===== config.mk =====
export PLATFORM = sky130hd
export DESIGN_NAME = if_fetch_unit_flat
export DESIGN_NICKNAME = d
export VERILOG_FILES = /design/src/rtl/if_fetch_unit_if.sv /design/src/rtl/if_fetch_unit.sv /design/src/flat_wrapper.sv
export SDC_FILE = /design/constraint.sdc
export NUM_CORES = 1
export LEC_CHECK = 0
export ABC_AREA = 1
export BUFFER_PORTS_ARGS = -buffer_cell sky130_fd_sc_hd__buf_2
export CAP_MARGIN = 20
export CORE_UTILIZATION = 48
export DETAILED_ROUTE_END_ITERATION = 10
export GPL_ROUTABILITY_DRIVEN = 0
export PLACE_DENSITY = 0.77
export SYNTH_ARGS = -nofsm -noshare
export SYNTH_HDL_FRONTEND = slang
export SYNTH_SLANG_ARGS = --single-unit

===== constraint.sdc =====
create_clock -name clk -period 1.6 [get_ports clk]
set_clock_uncertainty 0.2 [all_clocks]
set_input_delay 0.08 -clock clk [delete_from_list [all_inputs] [get_ports clk]]
set_output_delay 0.08 -clock clk [all_outputs]
set_load 0.02 [all_outputs]

===== src/rtl/if_fetch_unit_if.sv =====
// if_fetch_unit_if: fetch-stage signal bundle.
//   Byte-wide memory read port (mem_req_o/mem_addr_o/mem_gnt_i/mem_data_i),
//   EX redirect (branch_en_i/branch_addr_i), and the ID handshake
//   (inst_valid_o/pc_o/inst_o with id_ready_i).
//   master: the fetch unit. slave: memory arbiter / EX / ID side.
interface if_fetch_unit_if;
  logic        mem_req_o;
  logic [31:0] mem_addr_o;
  logic        mem_gnt_i;
  logic [7:0]  mem_data_i;
  logic        branch_en_i;
  logic [31:0] branch_addr_i;
  logic        id_ready_i;
  logic        inst_valid_o;
  logic [31:0] pc_o;
  logic [31:0] inst_o;

  modport master (
    output mem_req_o, mem_addr_o, inst_valid_o, pc_o, inst_o,
    input  mem_gnt_i, mem_data_i, branch_en_i, branch_addr_i, id_ready_i
  );

  modport slave (
    input  mem_req_o, mem_addr_o, inst_valid_o, pc_o, inst_o,
    output mem_gnt_i, mem_data_i, branch_en_i, branch_addr_i, id_ready_i
  );
endinterface


===== src/rtl/if_fetch_unit.sv =====
// if_fetch_unit: instruction-fetch stage.
//   Issues four byte reads (pc_o+0..3) on the shared byte memory port,
//   assembles a little-endian 32-bit instruction, and presents pc/inst to ID
//   with a valid/ready handshake. A redirect from EX reloads the pc (word
//   aligned) and abandons the fetch in progress.
// Ports:
//   clk  - clock, rising edge
//   rst  - synchronous active-high reset (overrides rdy)
//   rdy  - global ready; low freezes all state and suppresses mem_req_o
//   bus  - if_fetch_unit_if.master (memory port, redirect, ID handshake)
module if_fetch_unit #(
  parameter logic [31:0] RESET_PC = 32'h0000_0000,
  parameter logic [31:0] NOP_INST = 32'h0000_0013
) (
  input  logic             clk,
  input  logic             rst,
  input  logic             rdy,
  if_fetch_unit_if.master  bus
);

  typedef enum logic {
    FETCH,
    VALID
  } state_t;

  state_t      state;
  logic [2:0]  issue_cnt;
  logic [2:0]  recv_cnt;
  logic        inflight;
  logic [23:0] ibuf;
  logic [31:0] pc_q;
  logic [31:0] inst_q;
  logic        valid_q;
  logic        req;
  logic        accept;

  assign req    = ~rst & rdy & (issue_cnt < 3'd4) & ~valid_q & ~bus.branch_en_i;
  assign accept = req & bus.mem_gnt_i;

  assign bus.mem_req_o    = req;
  assign bus.mem_addr_o   = pc_q + {29'b0, issue_cnt};
  assign bus.inst_valid_o = valid_q;
  assign bus.pc_o         = pc_q;
  assign bus.inst_o       = inst_q;

  always_ff @(posedge clk) begin
    if (rst) begin
      state     <= FETCH;
      pc_q      <= RESET_PC;
      inst_q    <= NOP_INST;
      valid_q   <= 1'b0;
      issue_cnt <= '0;
      recv_cnt  <= '0;
      inflight  <= 1'b0;
      ibuf      <= '0;
    end else if (rdy) begin
      inflight <= accept;
      if (bus.branch_en_i) begin
        // Redirect beats capture and transfer; any byte in flight is dropped.
        state     <= FETCH;
        pc_q      <= {bus.branch_addr_i[31:2], 2'b00};
        inst_q    <= NOP_INST;
        valid_q   <= 1'b0;
        issue_cnt <= '0;
        recv_cnt  <= '0;
        inflight  <= 1'b0;
      end else begin
        case (state)
          FETCH: begin
            if (accept) begin
              issue_cnt <= issue_cnt + 3'd1;
            end
            if (inflight) begin
              recv_cnt <= recv_cnt + 3'd1;
              case (recv_cnt)
                3'd0:    ibuf[7:0]   <= bus.mem_data_i;
                3'd1:    ibuf[15:8]  <= bus.mem_data_i;
                3'd2:    ibuf[23:16] <= bus.mem_data_i;
                default: begin
                  // Last byte goes straight into the output register.
                  inst_q  <= {bus.mem_data_i, ibuf};
                  valid_q <= 1'b1;
                  state   <= VALID;
                end
              endcase
            end
          end
          VALID: begin
            if (bus.id_ready_i) begin
              state     <= FETCH;
              pc_q      <= pc_q + 32'd4;
              inst_q    <= NOP_INST;
              valid_q   <= 1'b0;
              issue_cnt <= '0;
              recv_cnt  <= '0;
            end
          end
          default: state <= FETCH;
        endcase
      end
    end
  end

endmodule


===== src/flat_wrapper.sv =====
// flat-port wrapper written by rule: the top's interface ports become plain ports
module if_fetch_unit_flat 
#(
  parameter logic [31:0] RESET_PC = 32'h0000_0000,
  parameter logic [31:0] NOP_INST = 32'h0000_0013
)
  (clk, rst, rdy, bus_mem_req_o, bus_mem_addr_o, bus_inst_valid_o, bus_pc_o, bus_inst_o, bus_mem_gnt_i, bus_mem_data_i, bus_branch_en_i, bus_branch_addr_i, bus_id_ready_i);
  if_fetch_unit_if bus_i ();
  input  logic clk;
  input  logic rst;
  input  logic rdy;
  output wire logic [$bits(bus_i.mem_req_o)-1:0] bus_mem_req_o;
  output wire logic [$bits(bus_i.mem_addr_o)-1:0] bus_mem_addr_o;
  output wire logic [$bits(bus_i.inst_valid_o)-1:0] bus_inst_valid_o;
  output wire logic [$bits(bus_i.pc_o)-1:0] bus_pc_o;
  output wire logic [$bits(bus_i.inst_o)-1:0] bus_inst_o;
  input wire logic [$bits(bus_i.mem_gnt_i)-1:0] bus_mem_gnt_i;
  input wire logic [$bits(bus_i.mem_data_i)-1:0] bus_mem_data_i;
  input wire logic [$bits(bus_i.branch_en_i)-1:0] bus_branch_en_i;
  input wire logic [$bits(bus_i.branch_addr_i)-1:0] bus_branch_addr_i;
  input wire logic [$bits(bus_i.id_ready_i)-1:0] bus_id_ready_i;
  assign bus_mem_req_o = bus_i.mem_req_o;
  assign bus_mem_addr_o = bus_i.mem_addr_o;
  assign bus_inst_valid_o = bus_i.inst_valid_o;
  assign bus_pc_o = bus_i.pc_o;
  assign bus_inst_o = bus_i.inst_o;
  assign bus_i.mem_gnt_i = bus_mem_gnt_i;
  assign bus_i.mem_data_i = bus_mem_data_i;
  assign bus_i.branch_en_i = bus_branch_en_i;
  assign bus_i.branch_addr_i = bus_branch_addr_i;
  assign bus_i.id_ready_i = bus_id_ready_i;
  if_fetch_unit #(.RESET_PC(RESET_PC), .NOP_INST(NOP_INST)) u_core (.clk(clk), .rst(rst), .rdy(rdy), .bus(bus_i));
endmodule

==> flow_metrics.tcl, run 1 <==
set metrics [dict create \
    status "stopped before the end" \
    failed_stage "global routing" \
    tool.error "[ERROR GRT-0232] Routing congestion too high. Check the congestion heatmap in the GUI." \
    netlist_instances 783 \
    ys_types 34 \
    dp_hpwl_um 12200 \
    worst-ep-kind "output port" \
    grtUsageTotal 0.720 \
    cts-root-buf "clkbuf_8" \
    synth_seq_cells 95 \
    fp.dieW_um 107 \
    start_util 0.502 \
    grt_start_max_net_pins 35 \
    cts_buffer_depth 2 \
    cts_sinks 95 \
    die_h_um 107 \
    io_buffers 139 \
    gr-total-overflow 3 \
    syn_avg_cell_area_um2 6.70 \
    crit_endpoint "bus_mem_addr_o[19]" \
    syn_area_um2 5250 \
    num_io_pins 144 \
    h-tree-depth 3 \
    yosysSeqAreaShare 0.362 \
    row_count 37 \
    cts_buffers 9 \
    synth_warnings 0 \
]
metrics by stage:
| step | worst slack [ps] | hold WS [ps] | instances | instance area (µm²) | setup TNS [ps] |
|---|---|---|---|---|---|
| after CTS | -619 | 19.4 | 1230 | 8880 | -18030 |
| after detailed placement | -333 | 138 | 1145 | 7300 | -11980 |
| after floorplan | -231 | -25.2 | 785 | 5710 | -2270 |
| after global placement | -265 | 130 | 1145 | 7300 | -9390 |
what timing repair did:
item,in CTS
setup buffers,23
pin swaps,51
endpoints found under the setup margin,91
hold endpoints to repair,67
hold buffers,42
resized for setup,177
cloned,5
cells by family after synthesis:
logic type	share of synthesized area
AO/OA/AOI/OAI	0.120
XOR/XNOR	0.0601
adder cells (fa/ha/maj)	0.0205
buffers and inverters	0.0911
flip-flops	0.362
multiplexers	0.00191
other	0.000715
AND/OR/NAND/NOR	0.343
cells in the mapped netlist:
| cell | instances | area, µm² |
|---|---|---|
| a21oi_1 | 54 | 270 |
| a21oi_2 | 9 | 78.8 |
| and2_1 | 1 | 6.26 |
| buf_1 | 1 | 3.75 |
| buf_2 | 12 | 60.1 |
| buf_4 | 5 | 37.5 |
| buf_6 | 4 | 45.0 |
| clkbuf_1 | 15 | 56.3 |
| clkbuf_2 | 3 | 15.0 |
| clkinv_2 | 1 | 5.00 |
| conb_1 | 1 | 3.75 |
| dfxtp_1 | 95 | 1900 |
| fa_1 | 1 | 20.0 |
| ha_1 | 7 | 87.6 |
| inv_1 | 65 | 244 |
| inv_2 | 3 | 11.3 |
| mux2i_1 | 1 | 10.0 |
| nand2_1 | 193 | 724 |
| nand2_2 | 12 | 75.1 |
| nand2_4 | 2 | 22.5 |
| nand3_1 | 72 | 360 |
| nand4_1 | 10 | 62.6 |
| nor2_1 | 106 | 398 |
| nor2_2 | 10 | 62.6 |
| nor2_4 | 6 | 67.6 |
| nor3_1 | 1 | 5.00 |
| nor3_2 | 1 | 10.0 |
| nor4_1 | 1 | 6.26 |
| o211ai_1 | 1 | 7.51 |
| o21ai_0 | 42 | 210 |
| o21ai_1 | 9 | 45.0 |
| o22ai_1 | 3 | 18.8 |
| xnor2_1 | 8 | 70.1 |
| xor2_1 | 28 | 245 |
per-layer routing:
metal | GRT usage | overflow
met5 | 0.114 | 0
met4 | 0.774 | 1
met3 | 0.510 | 0
met2 | 0.938 | 2
met1 | 0.698 | 0
==> run 2, diff against run 1 <==
CORE_UTILIZATION = 40   (was 48)
PLACE_DENSITY = not set   (was 0.77)
PLACE_DENSITY_LB_ADDON = 0.15   (was not set)
clock period = 2.08 ns   (was 1.6 ns; I/O delays follow)
==> run 2 against run 1 <==
Against the previous run:
- the flow now finishes, with violations (setup timing)
- synthesized area stayed put
- synthesized cell count unchanged
==> flow_metrics.tcl, run 2 <==
set metrics [dict create \
    status "finished, violations left" \
    violations "setup timing" \
    synth_seq_cells 95 \
    grtUsageTotal 0.241 \
    final_common_cell "nand2_1" \
    place_area_um2 6360 \
    dr.pass1.iters 4 \
    crit_chain "ha_1 -> nand2_2 -> nor2_4 -> inv_2 -> nor2_4 -> nand4_1 -> xor2_1 -> buf_4" \
    yosysSeqAreaShare 0.362 \
    start_util 0.412 \
    core_um2 12700 \
    leakage_nw 3.29 \
    cp.required_ps 1780 \
    critPathLaunchType "flip-flop" \
    finalSetupTns_ps -1240 \
    tightest_slew_ps 669 \
    cts_buffer_depth 2 \
    die_area_um2 13600 \
    postRouteAntennaNets 0 \
    ys_types 34 \
    drive_above_1_share 0.327 \
    drv_slew 0 \
    hold_viol_final 0 \
    row_count 41 \
    vias_per_cell 4.85 \
    via_count 5693 \
    drtIter0Drc 236 \
    worstPathMaxFanout 4 \
    synth_top_area_share 0.362 \
    syn2layout_area_growth_pct 44.0 \
    post-route-cell-area_um2 7560 \
    cts_tree "yes" \
    cts_sinks 95 \
    antenna_found_initial 0 \
    io_buffers 139 \
    fin_crit_ps 2230 \
    netlist.top_cell.by_area "dfxtp_1" \
    fp.dieW_um 117 \
    synth.most_common_cell "nand2_1" \
    ys_top_cells_by_area "dfxtp_1 (36%), nand2_1 (14%), nor2_1 (7.6%), nand3_1 (6.9%), a21oi_1 (5.2%)" \
    syn_avg_cell_area_um2 6.70 \
    h-tree-depth 3 \
    diodes 0 \
    fin_crit_sh 1.07 \
    fmax_mhz 449 \
    synth_warnings 0 \
    place_ws_ps 16.2 \
    die_h_um 117 \
    ir_drop_mv 0.362 \
    dp_cells 1104 \
    fin_nets 1051 \
    cp_slowest_stage_delay_ps 370 \
    finalSetupViolCount 18 \
    relSlewSlack 0.554 \
    most-common-layout-cells "nand2_1 (175), buf_2 (116), nor2_1 (87)" \
    clk_latency_ps 350 \
    num_io_pins 144 \
    dp_hpwl_um 11200 \
    worst_slack_ps -148 \
    largest_reg_flops 32 \
    path_delay_family "simple AND/OR/NAND/NOR gates" \
    netlist_instances 783 \
    cts_buffers 9 \
    cts-root-buf "clkbuf_16" \
    clk_pin_slew_ps 70 \
    rsz0062_at_grt "yes" \
    synth_edf_count 0 \
    finalNonFillerCells 1174 \
    worst_setup_path_end_kind "output port" \
    synthArstFlopShare 0 \
    critPathKind "reg2out" \
    grt_pass1_wl_um 25300 \
    path_buf_inv 2 \
    syn_area_um2 5250 \
    grt_pass1_vias 5185 \
    synth_commonest_cells "nand2_1 (193), nor2_1 (106), dfxtp_1 (95), nand3_1 (72), inv_1 (65)" \
    routedWlPerCell_um 13.9 \
    synth_flop_cell "dfxtp_1" \
    cp_common_cell "nor2_4" \
    routed_wl_um 16300 \
    cap_violations 0 \
    critPathSlowestCell "dfxtp_4" \
    arrival_ps 1920 \
    powerDensity_nw_per_um2 578 \
    hold_slack_ps 96.7 \
    grt_start_max_net_pins 51 \
    gr-total-overflow 0 \
    hold_path_class "in2reg" \
    remaining_drc_errors 0 \
]
[run 2: cell counts after synthesis]
No cell type changed its count.
[run 2: path summary, 6_finish.rpt]
check	startpoint	depth (start not counted)	endpoint	slack (ps)
worst max-delay path	u_core.bus.pc_o[2]	8	bus_mem_addr_o[26]	-150
worst min-delay path	bus_branch_en_i	5	u_core.bus.pc_o[5]	100
worst max register to register	u_core.recv_cnt[0]	9	u_core.bus.inst_o[7]	100
worst min register to register	u_core.ibuf[6]	2	u_core.ibuf[6]	250
[run 2: through the flow]
| stage | power [mW] | util |
|---|---|---|
| 6_report | 4.37 | 0.594 |
| 5_1_grt | 4.53 | 0.594 |
| 4_1_cts | 4.38 | 0.577 |
| 3_5_place_dp | 2.58 | 0.500 |
| 3_3_place_gp | 2.57 | 0.500 |
| 2_1_floorplan | 2.34 | - |
[run 2: cell type report]
class	count	area, µm²
Multi-Input combinational cell	582	3160
Fill cell	1240	5160
Clock inverter	6	75.1
Sequential cell	95	1930
Clock buffer	10	229
Tap cell	172	215
Inverter	69	260
Timing Repair Buffer	240	1680
[run 2: logic make-up (layout without fill, tap and decap cells)]
group                    after synthesis  in the layout  share of synthesized area
multiplexers                           1              1                    0.00191
other                                  1              3                   0.000715
AO/OA/AOI/OAI                        118            118                      0.120
XOR/XNOR                              36             36                     0.0601
AND/OR/NAND/NOR                      415            416                      0.343
adder cells (fa/ha/maj)                8              8                     0.0205
flip-flops                            95             95                      0.362
buffers and inverters                109            325                     0.0911
[run 2: report_power, final]
part,leakage (nW),internal [mW],switching [mW]
clock network,0.146,0.953,0.782
registers,0.780,1.87,0.0589
logic,2.36,0.291,0.418
[run 2: worst min-delay path: stages]
cell      delay [ps]
buf_2            140
nor2_4           110
nor2_4            80
o211ai_1         100
o22ai_1           70
[run 2: repair_timing]
item / in CTS / in global routing
setup buffers: 5 / 5
gates resized for setup: 65 / 55
hold endpoints to repair: 65 / 0
hold buffers: 43 / 0
setup endpoints to repair: 25 / 72
gates cloned: 0 / 1
pin swaps: 13 / 24
[run 2: metal layers]
layer  track usage  vias to the layer above  wire (µm)  part of all wire
li1              -                     2919          -                 -
met2         0.398                      133       7560              0.46
met4        0.0861                        0        262             0.016
met1         0.320                     2624       7690              0.47
met3        0.0327                       17        762             0.047
met5             0                        -          0                 0
No activity file was read; power rests on OpenSTA's default activity.
==> run 3, diff against run 2 <==
CTS_CLUSTER_SIZE = 12   (was not set)
SETUP_SLACK_MARGIN = 0.1   (was not set)
==> run 3 against run 2 <==
Against the previous run:
- the run still ends with setup timing left
- clock-buffer cell count did not move
- final cell count rose by 0.94%
- die area did not move
- sequential power barely moved
- global-route usage rose by 0.97 points
- core utilization rose by 1.9 points
- first-iteration DRC count rose by 42%
- critical endpoint unchanged
==> flow_metrics.tcl, run 3 (synthesized netlist as in run 2, its figures left out) <==
set metrics [dict create \
    status "finished, violations left" \
    violations "setup timing" \
    postRouteAntennaNets 0 \
    cts-root-buf "clkbuf_16" \
    rsz0062_at_grt "yes" \
    cp.required_ps 1780 \
    row_count 41 \
    fill_cells 1224 \
    critPathLaunchType "flip-flop" \
    hold_viol_final 0 \
    fin_crit_ps 2240 \
    hold_path_class "in2reg" \
    cts_sinks 95 \
    dr.pass1.iters 4 \
    grtUsageTotal 0.250 \
    drv_slew 0 \
    fp.dieW_um 117 \
    cts_buffer_depth 2 \
    cts_tree "yes" \
    die_area_um2 13600 \
    critPathKind "reg2out" \
    syn2layout_area_growth_pct 48.7 \
    cap_violations 0 \
    fmax_mhz 446 \
    antenna_found_initial 0 \
    clk_pin_slew_ps 70 \
    remaining_drc_errors 0 \
    leakage_nw 3.37 \
    finalSetupViolCount 19 \
    h-tree-depth 3 \
    io_buffers 139 \
    routedWlPerCell_um 14.0 \
    dp_cells 1106 \
    clk_latency_ps 350 \
    core_um2 12700 \
    largest_reg_flops 32 \
    final_common_cell "nand2_1" \
    drive_above_1_share 0.348 \
    most-common-layout-cells "nand2_1 (168), buf_2 (111), nor2_1 (87)" \
    grt_pass1_vias 5266 \
    routed_wl_um 16600 \
    worst_slack_ps -161 \
    worstPathMaxFanout 4 \
    start_util 0.412 \
    powerDensity_nw_per_um2 557 \
    drtIter0Drc 334 \
    num_io_pins 144 \
    multi_input_area_um2 3270 \
    grt_start_max_net_pins 47 \
    fin_util 0.613 \
    place_ws_ps 36.2 \
    worst_setup_path_end_kind "output port" \
    regArea_um2 1930 \
    arrival_ps 1940 \
    gr-total-overflow 0 \
    die_h_um 117 \
    fin_crit_sh 1.08 \
    grt_pass1_wl_um 26200 \
    fin_nets 1063 \
    diodes 0 \
    vias_per_cell 4.89 \
    finalNonFillerCells 1185 \
    via_count 5793 \
    dp_hpwl_um 11600 \
    ir_drop_mv 0.597 \
    cts_buffers 9 \
]
run 3: power breakdown:
part	switching, mW	leakage [nW]	total (mW)	internal [mW]
Combinational	0.426	2.45	0.736	0.309
Clock	0.786	0.147	1.69	0.900
Sequential	0.0550	0.779	1.92	1.87
Total	1.27	3.37	4.34	3.08
run 3: final timing paths:
path                       startpoint                  end  slack, ps  cells after the start
setup / recovery  u_core.issue_cnt[2]   bus_mem_addr_o[26]       -160                      8
setup reg to reg         u_core.state  u_core.issue_cnt[0]        190                      8
hold reg to reg       u_core.ibuf[22]      u_core.ibuf[22]        250                      2
hold / removal        bus_branch_en_i  u_core.issue_cnt[1]          7                      4
run 3: repair_timing:
item / CTS / global route
buffers inserted: 12 / 10
gates resized for setup: 104 / 45
pin swaps: 26 / 18
hold endpoints to repair: 65 / 0
setup endpoints to repair: 46 / 62
hold buffers: 43 / 0
run 3: critical path, cell delays in order (launching register included):
cell     delay (ps)
dfxtp_4         360
ha_2            170
nand2_2          80
nor2_4          210
inv_2           100
nor2_4          160
nand4_1         160
xor2_1          180
buf_4           170
run 3: layer usage:
layer | global-route usage | share of wire | vias to the layer above
met2 | 0.426 | 0.48 | 162
met3 | 0.0498 | 0.053 | 20
met1 | 0.324 | 0.45 | 2673
met5 | 0 | 0 | -
met4 | 0.0624 | 0.015 | 0
li1 | - | - | 2938
run 3: metrics by stage:
step                area [µm²]  hold slack (ps)  power, mW  TNS, ps
global placement          6420              162       2.58        0
floorplan                 5330            -1.18       2.34        0
finish                    7800             7.34       4.34    -1470
detailed placement        6420              169       2.58        0
global route              7800             24.7       4.52    -3680
CTS                       7570            0.119       4.35    -1120
run 3: area by class of cell:
class	instances	share of cell area
Clock buffer	10	0.0321
Clock inverter	5	0.00593
Inverter	69	0.0340
Multi-Input combinational cell	581	0.419
Sequential cell	95	0.248
Tap cell	172	0.0276
Timing Repair Buffer	253	0.234
